--- config.mk ---
export PLATFORM = sky130hd
export DESIGN_NAME = bin2bcd_seq_flat
export DESIGN_NICKNAME = d
export VERILOG_FILES = /design/src/rtl/bin2bcd_pkg.sv /design/src/rtl/bin2bcd_seq_if.sv /design/src/rtl/bcd_digit_adj.sv /design/src/rtl/bin2bcd_seq.sv /design/src/flat_wrapper.sv
export SDC_FILE = /design/constraint.sdc
export NUM_CORES = 1
export LEC_CHECK = 0
export CORE_MARGIN = 2
export CORE_UTILIZATION = 45
export DETAILED_ROUTE_END_ITERATION = 10
export GPL_TIMING_DRIVEN = 0
export PLACE_DENSITY = 0.71
export REMOVE_ABC_BUFFERS = 1
export SYNTH_ARGS = -nofsm -noshare
export SYNTH_HDL_FRONTEND = slang
export SYNTH_SLANG_ARGS = --single-unit
--- constraint.sdc ---
create_clock -name clk -period 2.2 [get_ports clk]
set_input_delay 0.55 -clock clk [delete_from_list [all_inputs] [get_ports clk]]
set_output_delay 0.55 -clock clk [all_outputs]
set_load 0.03 [all_outputs]
--- src/rtl/bin2bcd_pkg.sv ---
// bin2bcd_pkg
//   Shared constants for the sequential binary-to-BCD converter:
//   - FSM state encodings (IDLE / SHIFT / DONE)
//   - BCD digit width and the add-3 threshold
//   - pow10(), used by the elaboration-time size check
//   Optional feature macro used by the block: BCD_BLANK_EN.
package bin2bcd_pkg;

   localparam logic [1:0] IDLE  = 2'd0;
   localparam logic [1:0] SHIFT = 2'd1;
   localparam logic [1:0] DONE  = 2'd2;

   localparam int         BCD_DIGIT_W   = 4;
   localparam logic [3:0] ADJ_THRESHOLD = 4'd5;

   // 10**n as a 64-bit value. Keeps the range check free of 32-bit overflow.
   function automatic longint unsigned pow10(input int n);
      longint unsigned r;
      r = 64'd1;
      for (int k = 0; k < n; k++) begin
         r = r * 64'd10;
      end
      return r;
   endfunction

endpackage

--- src/rtl/bin2bcd_seq_if.sv ---
// bin2bcd_seq_if
//   start/done handshake bundle between a producer (the multiplier) and the
//   binary-to-BCD converter.
//   master : drives start, bin_in; observes busy, done, bcd_out (, blank)
//   slave  : the converter side
//   Optional feature macro: BCD_BLANK_EN adds the blank mask signal.
interface bin2bcd_seq_if
   import bin2bcd_pkg::*;
#(
   parameter int BIN_WIDTH = 6,
   parameter int DIGITS    = 2
);
   logic                          start;
   logic [BIN_WIDTH-1:0]          bin_in;
   logic                          busy;
   logic                          done;
   logic [BCD_DIGIT_W*DIGITS-1:0] bcd_out;
`ifdef BCD_BLANK_EN
   logic [DIGITS-1:0]             blank;

   modport master (output start, bin_in, input busy, done, bcd_out, blank);
   modport slave  (input start, bin_in, output busy, done, bcd_out, blank);
`else
   modport master (output start, bin_in, input busy, done, bcd_out);
   modport slave  (input start, bin_in, output busy, done, bcd_out);
`endif
endinterface

--- src/rtl/bcd_digit_adj.sv ---
// bcd_digit_adj
//   Combinational double-dabble correction for one BCD digit: adds 3 when
//   the digit is >= 5 so that the following left shift carries correctly
//   into the next decimal digit.
//   Ports: digit_in (4) -> digit_out (4)
module bcd_digit_adj
   import bin2bcd_pkg::*;
(
   input  logic [BCD_DIGIT_W-1:0] digit_in,
   output logic [BCD_DIGIT_W-1:0] digit_out
);

   // Inputs >= 5 only ever reach 9 before adjustment, so 4 bits never wrap.
   assign digit_out = (digit_in >= ADJ_THRESHOLD) ? digit_in + 4'd3 : digit_in;

endmodule

--- src/rtl/bin2bcd_seq.sv ---
// bin2bcd_seq
//   Sequential shift-and-add-3 binary-to-BCD converter. A one-cycle start
//   samples bin_in; BIN_WIDTH shift cycles later bcd_out is updated and done
//   pulses for one cycle. start while busy or in DONE is ignored.
//   Ports:
//     clk    rising-edge clock
//     reset  asynchronous, active-high reset
//     bus    bin2bcd_seq_if.slave: start, bin_in, busy, done, bcd_out
//            (+ blank leading-zero mask when BCD_BLANK_EN is defined)
//   Optional feature macro: BCD_BLANK_EN.
module bin2bcd_seq
   import bin2bcd_pkg::*;
#(
   parameter int BIN_WIDTH = 6,
   parameter int DIGITS    = 2
)(
   input  logic          clk,
   input  logic          reset,
   bin2bcd_seq_if.slave  bus
);

   localparam int SCR_W = BCD_DIGIT_W * DIGITS;
   localparam int CNT_W = $clog2(BIN_WIDTH + 1);

   // The scratch register must be able to hold the largest input value.
   if (pow10(DIGITS) <= ((64'd1 << BIN_WIDTH) - 64'd1)) begin : g_size_check
      $error("bin2bcd_seq: DIGITS=%0d too small for BIN_WIDTH=%0d", DIGITS, BIN_WIDTH);
   end

   logic [1:0]           state_reg;
   logic [CNT_W-1:0]     count_reg;
   logic [BIN_WIDTH-1:0] bin_reg;
   logic [SCR_W-1:0]     scratch_reg;
   logic [SCR_W-1:0]     bcd_reg;
   logic                 busy_reg;
   logic                 done_reg;

   logic [SCR_W-1:0]     adjusted;
   logic [SCR_W-1:0]     scratch_next;
   logic [BIN_WIDTH-1:0] bin_next;
   logic                 unused_top_bit;

   // Per-digit add-3 ahead of each shift.
   for (genvar gi = 0; gi < DIGITS; gi++) begin : g_adj
      bcd_digit_adj u_adj (
         .digit_in  (scratch_reg[gi*BCD_DIGIT_W +: BCD_DIGIT_W]),
         .digit_out (adjusted[gi*BCD_DIGIT_W +: BCD_DIGIT_W])
      );
   end

   // {scratch, bin} << 1; the bit leaving the top of scratch is always zero
   // given the DIGITS/BIN_WIDTH constraint.
   assign {unused_top_bit, scratch_next, bin_next} = {adjusted, bin_reg, 1'b0};

`ifdef BCD_BLANK_EN
   logic [DIGITS-1:0] blank_reg;
   logic [DIGITS-1:0] blank_next;
   logic              nonzero_above;

   // Digit i is blanked when it and every higher digit are zero; digit 0 is
   // never blanked so a zero result still shows one "0".
   always_comb begin
      blank_next    = '0;
      nonzero_above = 1'b0;
      for (int i = DIGITS - 1; i >= 1; i--) begin
         nonzero_above = nonzero_above |
                         (scratch_next[i*BCD_DIGIT_W +: BCD_DIGIT_W] != '0);
         blank_next[i] = ~nonzero_above;
      end
   end

   always_ff @(posedge clk or posedge reset) begin
      if (reset) begin
         blank_reg <= ~(DIGITS'(1));
      end else if (state_reg == SHIFT && count_reg == CNT_W'(1)) begin
         blank_reg <= blank_next;
      end
   end

   assign bus.blank = blank_reg;
`endif

   always_ff @(posedge clk or posedge reset) begin
      if (reset) begin
         state_reg   <= IDLE;
         count_reg   <= '0;
         bin_reg     <= '0;
         scratch_reg <= '0;
         bcd_reg     <= '0;
         busy_reg    <= 1'b0;
         done_reg    <= 1'b0;
      end else begin
         case (state_reg)
            IDLE: begin
               if (bus.start) begin
                  bin_reg     <= bus.bin_in;
                  scratch_reg <= '0;
                  count_reg   <= CNT_W'(BIN_WIDTH);
                  busy_reg    <= 1'b1;
                  state_reg   <= SHIFT;
               end
            end
            SHIFT: begin
               scratch_reg <= scratch_next;
               bin_reg     <= bin_next;
               count_reg   <= count_reg - CNT_W'(1);
               // Last shift: publish the shifted result as we enter DONE.
               if (count_reg == CNT_W'(1)) begin
                  bcd_reg   <= scratch_next;
                  busy_reg  <= 1'b0;
                  done_reg  <= 1'b1;
                  state_reg <= DONE;
               end
            end
            DONE: begin
               done_reg  <= 1'b0;
               state_reg <= IDLE;
            end
            default: begin
               busy_reg  <= 1'b0;
               done_reg  <= 1'b0;
               state_reg <= IDLE;
            end
         endcase
      end
   end

   assign bus.busy    = busy_reg;
   assign bus.done    = done_reg;
   assign bus.bcd_out = bcd_reg;

endmodule

--- src/flat_wrapper.sv ---
// flat-port wrapper written by rule: the top's interface ports become plain ports
module bin2bcd_seq_flat import bin2bcd_pkg::*;
#(
   parameter int BIN_WIDTH = 6,
   parameter int DIGITS    = 2
)
  (clk, reset, bus_start, bus_bin_in, bus_busy, bus_done, bus_bcd_out);
  bin2bcd_seq_if #(.BIN_WIDTH(BIN_WIDTH), .DIGITS(DIGITS)) bus_i ();
  input  logic clk;
  input  logic reset;
  input wire logic [$bits(bus_i.start)-1:0] bus_start;
  input wire logic [$bits(bus_i.bin_in)-1:0] bus_bin_in;
  output wire logic [$bits(bus_i.busy)-1:0] bus_busy;
  output wire logic [$bits(bus_i.done)-1:0] bus_done;
  output wire logic [$bits(bus_i.bcd_out)-1:0] bus_bcd_out;
  assign bus_i.start = bus_start;
  assign bus_i.bin_in = bus_bin_in;
  assign bus_busy = bus_i.busy;
  assign bus_done = bus_i.done;
  assign bus_bcd_out = bus_i.bcd_out;
  bin2bcd_seq #(.BIN_WIDTH(BIN_WIDTH), .DIGITS(DIGITS)) u_core (.clk(clk), .reset(reset), .bus(bus_i));
endmodule
==> results.py <==
metrics = {
    "outcome": {
        "status": "complete, no violations",
    },
    "timing": {
        "tightestPinTransition_ps": 1070,
        "grt_setup_unrepaired": "no",
        "period_minus_slack_ps": 1940,
        "fin_crit_sh": 0.881,
        "setup_viol": 0,
        "slew_headroom": 0.285,
        "max_freq_mhz": 516,
        "finalHoldViolCount": 0,
        "slew_violations": 0,
        "finClkSkew_ps": 15.5,
        "finalSetupTns_ps": 0,
    },
    "grt": {
        "grt_pass1_vias": 991,
        "grt_use_total": 0.171,
        "antenna_found_initial": 0,
        "overflow": 0,
        "grt_max_degree": 30,
        "grt_first_pass_wirelength_um": 4450,
    },
    "routing": {
        "wl_um": 2540,
        "ant_nets": 0,
        "drt_iter0_markers": 34,
        "viasPerCell": 5.36,
        "top_layer_used": "met4",
        "vias": 991,
        "detail_route.wl_per_cell_um": 13.7,
        "wl_met1_um": 1200,
        "routed-wl-met2_um": 1140,
        "met3_length_um": 140,
        "first_pass_iters": 4,
        "drc_errors": 0,
    },
    "setup_path": {
        "cp.required_ps": 1650,
        "slowest_delay_ps": 670,
        "crit_chain": "clkdlybuf4s50_1",
        "critical_path_class": "flip-flop to output pin",
        "worstPathMaxFanout": 3,
        "crit_family": "buffers and inverters",
        "cp_slowest_cell": "clkdlybuf4s50_1",
        "startpoint_type": "flip-flop",
        "reg2reg_slack_ps": 340,
        "cp.arrival_ps": 1390,
        "cp_num_buf_inv": 1,
        "end_kind": "output pin",
    },
    "floorplan": {
        "initial_core_util": 0.465,
        "io_pins": 19,
        "rows": 20,
        "fp.dieH_um": 59.7,
        "core-area_um2": 3000,
        "die_w_um": 59.7,
        "die_area_um2": 3570,
    },
    "placement": {
        "placedCellCount": 177,
        "dpl.hpwl_um": 1740,
        "gp_congestion": 0.743,
        "io_buffers": 18,
    },
    "power_and_ir_drop": {
        "total_power_uw": 2450,
        "powerDensity_nw_per_um2": 1480,
        "p_clk_frac": 0.152,
        "switching_share": 0.401,
        "peakVddDrop_mv": 0.632,
        "p_comb_frac": 0.462,
        "p_int_uw": 1470,
        "leakage_uw": 0.000773,
        "p_sw_uw": 982,
        "pwr-share-seq": 0.386,
    },
    "worst_hold_path": {
        "min_path_type": "flip-flop to flip-flop",
    },
    "yosys": {
        "synth_area_um2": 1400,
        "ys_types": 28,
        "yosysWarnings": 0,
        "synthTopCellsByArea": "dfrtp_1, o21ai_0, ha_1",
        "yosysTopAreaCellShare": 0.519,
        "synth_top_area_cell": "dfrtp_1",
        "yosysSeqAreaShare": 0.519,
        "synth_seq_cells": 29,
        "synth.avg_cell_area_um2": 10.7,
        "synth_cells": 131,
    },
    "layout": {
        "finalNetCount": 166,
        "drive_above_1_share": 0.118,
        "final_cell_count_no_fill": 185,
        "diodes": 0,
        "syn_to_final_growth_pct": 18.3,
        "final_cell_mix": "dfrtp_1, o21ai_0, clkdlybuf4s50_1, nand2_1, inv_1",
        "nFillCells": 280,
        "layout_commonest_cell": "dfrtp_1",
    },
    "clock_tree": {
        "post_cts_buffers": 0,
        "clk_latency_ps": 330,
        "cts-htree-levels": 2,
        "path_clk_slew_ps": 100,
        "clockBufferDepth": 2,
        "cts_hold_buf": 0,
        "cts_tree": "built",
        "cts_buffers": 5,
        "cts.sinks": 29,
        "cts_root_buf": "clkbuf_4",
        "post_cts_resize_count": 0,
    },
    "flow_run": {
        "cap_viol_max_count": 0,
    },
}
==> cell families (layout without fill, tap and decap cells) <==
| group | after synthesis | count (layout) | synth area share |
|---|---|---|---|
| xor gates and xnor gates | 2 | 2 | 0.0125 |
| buffers and inverters | 15 | 36 | 0.0528 |
| AOI/OAI and AO/OA | 37 | 37 | 0.161 |
| muxes | 9 | 9 | 0.0716 |
| adders and majority gates | 6 | 6 | 0.0537 |
| DFF | 29 | 29 | 0.519 |
| and+or+nand+nor | 33 | 33 | 0.129 |
==> tightest hold or removal path, stage by stage, from the launching register on <==
cell and delay [ps]:
dfrtp_1 350, nand2_1 40, o21ai_0 60
==> cell type report <==
| cell class | count | area [µm²] | share of cell area |
|---|---|---|---|
| tap | 33 | 41.3 | 0.0250 |
| multi-input combinational | 87 | 598 | 0.362 |
| timing repair buffer | 18 | 180 | 0.109 |
| clock inverter | 1 | 5.00 | 0.00303 |
| clock buffer | 7 | 65.1 | 0.0394 |
| sequential | 29 | 726 | 0.439 |
| inverter | 10 | 37.5 | 0.0227 |
==> through the flow <==
step / setup WS (ps) / hold WS (ps) / utilization / area (µm²)
6_report: 262 / 481 / 0.550 / 1650
5_1_grt: 184 / 516 / 0.550 / 1650
4_1_cts: 242 / 490 / 0.550 / 1650
3_5_place_dp: 178 / 470 / 0.527 / 1580
3_3_place_gp: 212 / 461 / 0.527 / 1580
2_1_floorplan: 680 / 450 / - / 1360
==> per-layer routing <==
layer  vias up  global-route usage
li1        487                   -
met1       469               0.223
met2        29               0.256
met3         6              0.0649
met4         0              0.0667
met5         -                   0
==> final timing paths <==
check,cells past startpoint,from,to
max in group asynchronous,2,reset,u_core.bus.bcd_out[5]
setup reg to reg,4,u_core.state_reg[0],u_core.bus.bcd_out[5]
hold / removal,2,u_core.bus.bcd_out[7],u_core.bus.bcd_out[7]
setup / recovery,1,u_core.bus.busy,bus_busy
hold reg to reg,2,u_core.bus.bcd_out[7],u_core.bus.bcd_out[7]
min in group asynchronous,2,reset,u_core.bus.busy
==> power groups by stage <==
stage | combinational (µW) | clock (µW) | sequential (µW)
after floorplan | 661 | 0 | 1080
after global placement | 1100 | 0 | 945
after detailed placement | 1140 | 0 | 960
after CTS | 1140 | 384 | 948
after global routing | 1260 | 420 | 981
final | 1130 | 373 | 947
==> synthesized netlist by cell type, drive strengths merged <==
cell	count
a21oi	10
a22o	4
a22oi	3
and2b	1
buf	5
dfrtp	29
ha	6
inv	10
mux2	5
mux2i	4
nand2	14
nand2b	3
nand3	2
nand3b	1
nor2	1
nor2b	6
nor3	2
nor3b	3
o21ai	18
o21bai	1
o32ai	1
xnor2	2
Note: power is estimated with default switching activity, not from simulation.
